**src/rtl/decode_stage.sv**
```systemverilog
// decode_stage: instruction decode with load-use bubble insertion; registered outputs form the ID/EX latch.
module decode_stage #(
    parameter logic [3:0] LW_OP = 4'h5,
    parameter int CNT_W = 16
) (
    input  logic             clk,
    input  logic             rst,
    input  logic [15:0]      instr_in,
    input  logic             instr_valid,
    input  logic             flush,
    output logic             stall,
    output logic [15:0]      reg1,
    output logic [15:0]      reg2,
    output logic [15:0]      write_code,
    output logic             w_flag,
    output logic [3:0]       opcode,
    output logic [15:0]      imm,
    output logic             id_valid,
    output logic             illegal,
    output logic [CNT_W-1:0] bubble_cnt
);
    typedef struct packed {
        logic [3:0]  r1;
        logic [3:0]  r2;
        logic [3:0]  wc;
        logic        wf;
        logic [3:0]  op;
        logic [15:0] imm;
        logic        vld;
        logic        ill;
    } lat_t;

    localparam lat_t BUBBLE = '{r1: 4'd0, r2: 4'd0, wc: 4'd0, wf: 1'b0, op: 4'hF,
                                imm: 16'd0, vld: 1'b0, ill: 1'b0};

    lat_t             dec, lat_d, lat_q;
    logic [CNT_W-1:0] cnt_d, cnt_q;
    logic [3:0]       op, rd, rs, rt;
    logic             use1, use2, hazard;

    assign op = instr_in[15:12];
    assign rd = instr_in[11:8];
    assign rs = instr_in[7:4];
    assign rt = instr_in[3:0];

    always_comb begin
        dec  = BUBBLE;
        dec.vld = 1'b1;
        use1 = 1'b0;
        use2 = 1'b0;
        if (op <= 4'h3) begin
            dec.r1 = rs;
            dec.r2 = rt;
            dec.wc = rd;
            dec.wf = 1'b1;
            dec.op = op;
            use1   = 1'b1;
            use2   = 1'b1;
        end else if (op == 4'h4 || op == 4'h5) begin
            dec.r1  = rs;
            dec.wc  = rd;
            dec.wf  = 1'b1;
            dec.op  = op;
            dec.imm = {{12{rt[3]}}, rt};
            use1    = 1'b1;
        end else if (op == 4'h6 || op == 4'h7) begin
            dec.r1  = rd;
            dec.r2  = rs;
            dec.op  = op;
            dec.imm = {{12{rt[3]}}, rt};
            use1    = 1'b1;
            use2    = 1'b1;
        end else if (op != 4'hF) begin
            dec.ill = 1'b1;
        end
        // r0 is hardwired zero, so a write to it is never enabled
        dec.wf = dec.wf & (dec.wc != 4'd0);
    end

    always_comb begin
        hazard = lat_q.vld && (lat_q.op == LW_OP) && (lat_q.wc != 4'd0) &&
                 ((use1 && dec.r1 == lat_q.wc) || (use2 && dec.r2 == lat_q.wc));
        stall  = ~rst & instr_valid & hazard & ~flush;
        lat_d  = (instr_valid && !flush && !stall) ? dec : BUBBLE;
        cnt_d  = (stall && cnt_q != '1) ? cnt_q + 1'b1 : cnt_q;
    end

    always_ff @(posedge clk) begin
        if (rst) begin
            lat_q <= BUBBLE;
            cnt_q <= '0;
        end else begin
            lat_q <= lat_d;
            cnt_q <= cnt_d;
        end
    end

    assign reg1       = {12'd0, lat_q.r1};
    assign reg2       = {12'd0, lat_q.r2};
    assign write_code = {12'd0, lat_q.wc};
    assign w_flag     = lat_q.wf;
    assign opcode     = lat_q.op;
    assign imm        = lat_q.imm;
    assign id_valid   = lat_q.vld;
    assign illegal    = lat_q.ill;
    assign bubble_cnt = cnt_q;
endmodule
```
**config.mk**
```make
export PLATFORM = sky130hd
export DESIGN_NAME = decode_stage
export DESIGN_NICKNAME = d
export VERILOG_FILES = /design/src/rtl/decode_stage.sv
export SDC_FILE = /design/constraint.sdc
export NUM_CORES = 1
export LEC_CHECK = 0
export ABC_CLOCK_PERIOD_IN_PS = 5000
export CAP_MARGIN = 15
export CORE_AREA = 2 2 94 96
export CTS_BUF_LIST = sky130_fd_sc_hd__clkbuf_2 sky130_fd_sc_hd__clkbuf_4 sky130_fd_sc_hd__clkbuf_8
export CTS_CLUSTER_SIZE = 30
export DETAILED_ROUTE_END_ITERATION = 12
export DIE_AREA = 0 0 96 98
export MAX_ROUTING_LAYER = met4
export PLACE_DENSITY_LB_ADDON = 0.08
export SLEW_MARGIN = 15
export SYNTH_ARGS = -nofsm -noshare
export SYNTH_HDL_FRONTEND = slang
export SYNTH_SLANG_ARGS = --single-unit
```
**constraint.sdc**
```tcl
create_clock -name clk -period 5 [get_ports clk]
set_clock_uncertainty 0.1 [all_clocks]
set_input_delay 1 -clock clk [delete_from_list [all_inputs] [get_ports clk]]
set_output_delay 1 -clock clk [all_outputs]
set_load 0.005 [all_outputs]
```
# [After elaboration in Yosys (flattened, before gate mapping)]
# Cells that the tools add are included.
[op_classes] addsub=1 n_lt_le_gt_ge=1 eq_ne=9 muxes=17 n_bitwise=7 n_reduce_logical=18
[op_table] cell="two-way mux 20 bit" count=2
[op_table] cell="equality test 4 x 3 -> 1 bit (second input constant)" count=5
[op_table] cell="two-way mux 17 bit" count=1
[op_table] cell="adder 16 x 1 -> 16 bit (second input constant)" count=1
[op_table] cell="inequality test 16 bit (second input constant)" count=1
[op_table] cell="two-way mux 1 bit" count=9
[op_table] cell="equality test 4 bit" count=2
[op_table] cell="logical AND 1 bit" count=8
[op_table] cell="two-way mux 4 bit" count=2
[op_table] cell="two-way mux 8 bit" count=1
[op_table] cell="nonzero test 4 bit" count=2
[op_table] cell="two-way mux 5 bit" count=1
[op_table] cell="OR reduction 5 bit" count=1
[op_table] cell="AND 1 bit" count=4
[op_table] cell="less-or-equal comparator 4 x 2 -> 1 bit (second input constant)" count=1
[op_table] cell="inequality test 4 bit (second input constant)" count=1
[op_table] cell="logical OR 1 bit" count=3
[op_table] cell="NOT 1 bit" count=3
[op_table] cell="OR reduction 3 bit" count=1
[op_table] cell="logical NOT 1 bit" count=2
[op_table] cell="two-way mux 2 bit" count=1
[op_table] cell="OR reduction 2 bit" count=1
[totals] reg_bits=51 output_inout_bits=88 wordCells=62

# [Depth between registers and ports, before layout]
# Gate-level depths: netlist (run 1).
[logic_depth] depth_word=15 ltp_mapped=10

# [Worst setup path after synthesis (run 1)]
# OpenSTA, ideal clock, no wires.
[synth_timing] path_type="input port to output port" start="input port instr_in[13]" end="output port stall" t_arrival_ps=2405 required_time_ps=3900 setup_slack_ps=1495 stages=9 path_cell_list="buf_6 > and2_0 > buf_2 > o311ai_0 > nand4_1 > a2bb2oi_2 > buf_6 > clkbuf_1 > nor3_1"
[synth_via] elab_chain_len=11
[synth_rtl] item="from (decl)" line_no="8" text="input logic [15:0] instr_in,"
[synth_rtl] item="equality test 4 x 3 -> 1 bit" line_no="66" text="end else if (op == 4'h6 || op == 4'h7) begin"
[synth_rtl] item="logical OR 1 bit" line_no="66"
[synth_rtl] item="two-way mux 8 bit" line_no="66"
[synth_rtl] item="two-way mux 4 bit" line_no="59" text="end else if (op == 4'h4 || op == 4'h5) begin"
[synth_rtl] item="two-way mux 17 bit" line_no="51" text="if (op <= 4'h3) begin"
[synth_rtl] item="equality test 4 bit" line_no="82" text="((use1 && dec.r1 == lat_q.wc) || (use2 && dec.r2 == lat_q.wc));"
[synth_rtl] item="logical AND 1 bit" line_no="82"
[synth_rtl] item="logical OR 1 bit (*)" line_no="82"
[synth_rtl] item="logical AND 1 bit (*)" line_no="81" text="hazard = lat_q.vld && (lat_q.op == LW_OP) && (lat_q.wc != 4'd0) &&"
[synth_rtl] item="AND 1 bit (*) (2 in series)" line_no="83" text="stall = ~rst & instr_valid & hazard & ~flush;"
[synth_rtl] item="to (decl)" line_no="11" text="output logic stall,"
# Mark *: on every way between the ends. The rest lies on a longest branch, timed or not.

# [Final worst setup path (run 1)]
[layout_timing] start="input port instr_in[14]" end="output port stall"
# Same word-level chain as after synthesis.

==> results of run 1 <==
-- layer usage --
layer | up-vias | part of all wire, % | global-route usage, %
met4 | 0 | 0.92 | 3.297
met2 | 67 | 48 | 20.19
met5 | - | 0 | -
met3 | 8 | 5.1 | 3.704
li1 | 1012 | - | -
met1 | 924 | 46 | 16.60
-- flip-flops by register name, indices dropped and copies added, names as in the netlist --
signal / count
id_valid: 1
imm: 4
w_flag: 1
write_code: 4
reg2: 4
reg1: 4
bubble_cnt: 16
opcode: 4
illegal: 1
-- placed cells by master, fill, tap and decap left out, drive strengths merged, types with 7 or more instances in the layout --
master and n:
nor3 9, nor2 15, o21ai 8, or3 10, conb 36, clkbuf 8
nor2b 8, a21oi 17, dfxtp 39, nand4b 7, clkdlybuf4s50 71, nand2 18
nand3 9, buf 8, and3 7
-- cells by family (layout without fill, tap and decap cells) --
kind of cell / Yosys count / count (layout) / share of synthesized area (%)
other cells: 1 / 36 / 0.1627
flops: 39 / 39 / 33.88
buf+inv: 69 / 93 / 20.14
fa+ha+maj: 1 / 1 / 0.5428
simple gates: 108 / 108 / 26.98
xor+xnor: 2 / 2 / 0.7602
mux: 5 / 5 / 2.443
compound gates: 50 / 50 / 15.09
-- where the power goes --
group	leakage [nW]	internal, mW	switching, mW
combinational	0.716	0.0401	0.0469
clock	0.0549	0.131	0.112
sequential	0.315	0.313	0.00213
-- cell type report --
cell class / count / share of cell area [%]
well taps: 108 / 4.498
inverters: 6 / 0.7497
multi-input cells: 202 / 39.65
repair buffers: 79 / 25.66
flip-flops and latches: 39 / 25.99
clock buffers: 8 / 3.457
-- worst max-delay path: stages --
cell	delay, ns
clkdlybuf4s50_1	0.44
buf_4	0.19
and2_0	0.27
o311ai_0	0.40
nand4_1	0.19
a2bb2oi_2	0.18
nor3_1	0.21
clkdlybuf4s50_1	0.56
-- final timing paths --
kind                                     start              to  depth (start not counted)  slack (ns)
worst min-delay path            bubble_cnt[10]  bubble_cnt[10]                          2        0.41
worst max-delay path              instr_in[14]           stall                          8        0.45
worst max register to register   bubble_cnt[0]   bubble_cnt[2]                          7        2.31
worst min register to register  bubble_cnt[10]  bubble_cnt[10]                          2        0.41
-- stage by stage --
stage	hold WS (ns)	cell area (µm²)
floorplan	0.3806	2436
global placement	0.3957	2900
detailed placement	0.3988	2900
CTS	0.4127	3004
global route	0.4559	3004
finish	0.4079	3004
==> impl_metrics.ini, run 1 <==
[global_route]
track_usage_pct = 13.03
grt_pass1_wl_mm = 9.425
grt_pass1_vias = 1869
antenna_found_initial = 0
grt_max_degree = 29
globalRouteOverflowTotal = 0

[cts]
post_cts_buffers = 0
ctsResizeCount = 0
cts_tree = built
clk_latency_ns = 0.29
clockBufferDepth = 2
cts.root.buffer_cell = clkbuf_8
ctsHoldBuffers = 0
numCtsBuffers = 5
h-tree-depth = 2
cts.clk_slew.worst_paths_ns = 0.08
cts_sinks = 39

[detailed_routing]
remaining_drc_errors = 0
postRouteWirelength_mm = 5.839
antenna_left = 0
drtIter0Drc = 51
num_vias = 2011
avgRoutedWirePerCell_um = 13.21
drtPass1Iterations = 5
viasPerCell = 4.550

[placed_design]
post-place-ws_ns = 0.5094
place_congestion = 0.7507
dpl.cell_count = 434
hpwl_mm = 4.304
port_buffers = 71

[job]
maxCapViolCount = 0

[floorplan]
rows = 34
start_util_pct = 27.22
die_h_um = 98
die_w_um = 96
pin_count = 108
core-area_um2 = 8466
die_area_um2 = 9408

[finish]
fillers = 882
syn2layout_area_growth_pct = 30.35
n_antenna_cell = 0
finalNonFillerCells = 442
drive_gt1_share_pct = 9.281
nNetsFinal = 354
finish.utilization_pct = 35.49
seqCellArea_um2 = 780.7
multiInputGateArea_um2 = 1191

[timing]
finalSetupViolations = 0
slew_headroom_pct = 59.11
rsz0062_at_grt = false
min_period_over_period_pct = 90.90
post-route-min-period_ns = 4.545
max_freq_mhz = 220.0
fin_tns_setup_ns = 0
setup_ws_ns = 0.4548
drv_slew = 0
worstMarginPinSlew_ns = 0.6054
hold_viol = 0

[synthesis]
yosysMostFrequentCell = buf_4
yosys-top-cells-area = dfxtp_1 (34%), buf_4 (16%), a21oi_1 (3.7%)
seq_area_frac_synth_pct = 33.88
synth_cell_types = 46
synth_ff_type = dfxtp_1
ys_warn_count = 0
synth_cells = 275
synth_edf_count = 0
yosysTopAreaCell = dfxtp_1
synthArstFlopShare_pct = 0
ys_ff_latch = 39
yosys-top-cells-count = buf_4 (49), dfxtp_1 (39), nand2_1 (18)
avgSynthCellArea_um2 = 8.381
syn_area_um2 = 2305
synth_top_area_share_pct = 33.88

[power_and_ir_drop]
ir_drop_mv = 0.08819
finalPower_mw = 0.6463
power_leakage_nw = 1.086
power_density_nw_per_um2 = 215.1

[setup_path]
cp_data_required_time_ns = 3.90
cp.arrival_ns = 3.45
worstSetupPathType = in2out
critPathLaunchType = primary input
endpoint_kind = primary output
crit_fanout = 12

[run_status]
status = finished, final reports clean

[min_path]
min_path_type = reg2reg
Note: power is estimated with default switching activity, not from simulation.
==> inputs of run 2 (changes only) <==
--- a/config.mk
+++ b/config.mk
@@ -6,7 +6,6 @@
 export NUM_CORES = 1
 export LEC_CHECK = 0
 export ABC_CLOCK_PERIOD_IN_PS = 5000
-export CAP_MARGIN = 15
 export CORE_AREA = 2 2 94 96
 export CTS_BUF_LIST = sky130_fd_sc_hd__clkbuf_2 sky130_fd_sc_hd__clkbuf_4 sky130_fd_sc_hd__clkbuf_8
 export CTS_CLUSTER_SIZE = 30
==> results of run 2 <==
Same layout as run 1: the final DEF is identical, and so are final timing and power.
==> inputs of run 3 (changes only) <==
--- a/config.mk
+++ b/config.mk
@@ -5,7 +5,6 @@
 export SDC_FILE = /design/constraint.sdc
 export NUM_CORES = 1
 export LEC_CHECK = 0
-export ABC_CLOCK_PERIOD_IN_PS = 5000
 export CORE_AREA = 2 2 94 96
 export CTS_BUF_LIST = sky130_fd_sc_hd__clkbuf_2 sky130_fd_sc_hd__clkbuf_4 sky130_fd_sc_hd__clkbuf_8
 export CTS_CLUSTER_SIZE = 30
==> results of run 3 <==
Same layout as run 1: the final DEF is identical, and so are final timing and power.
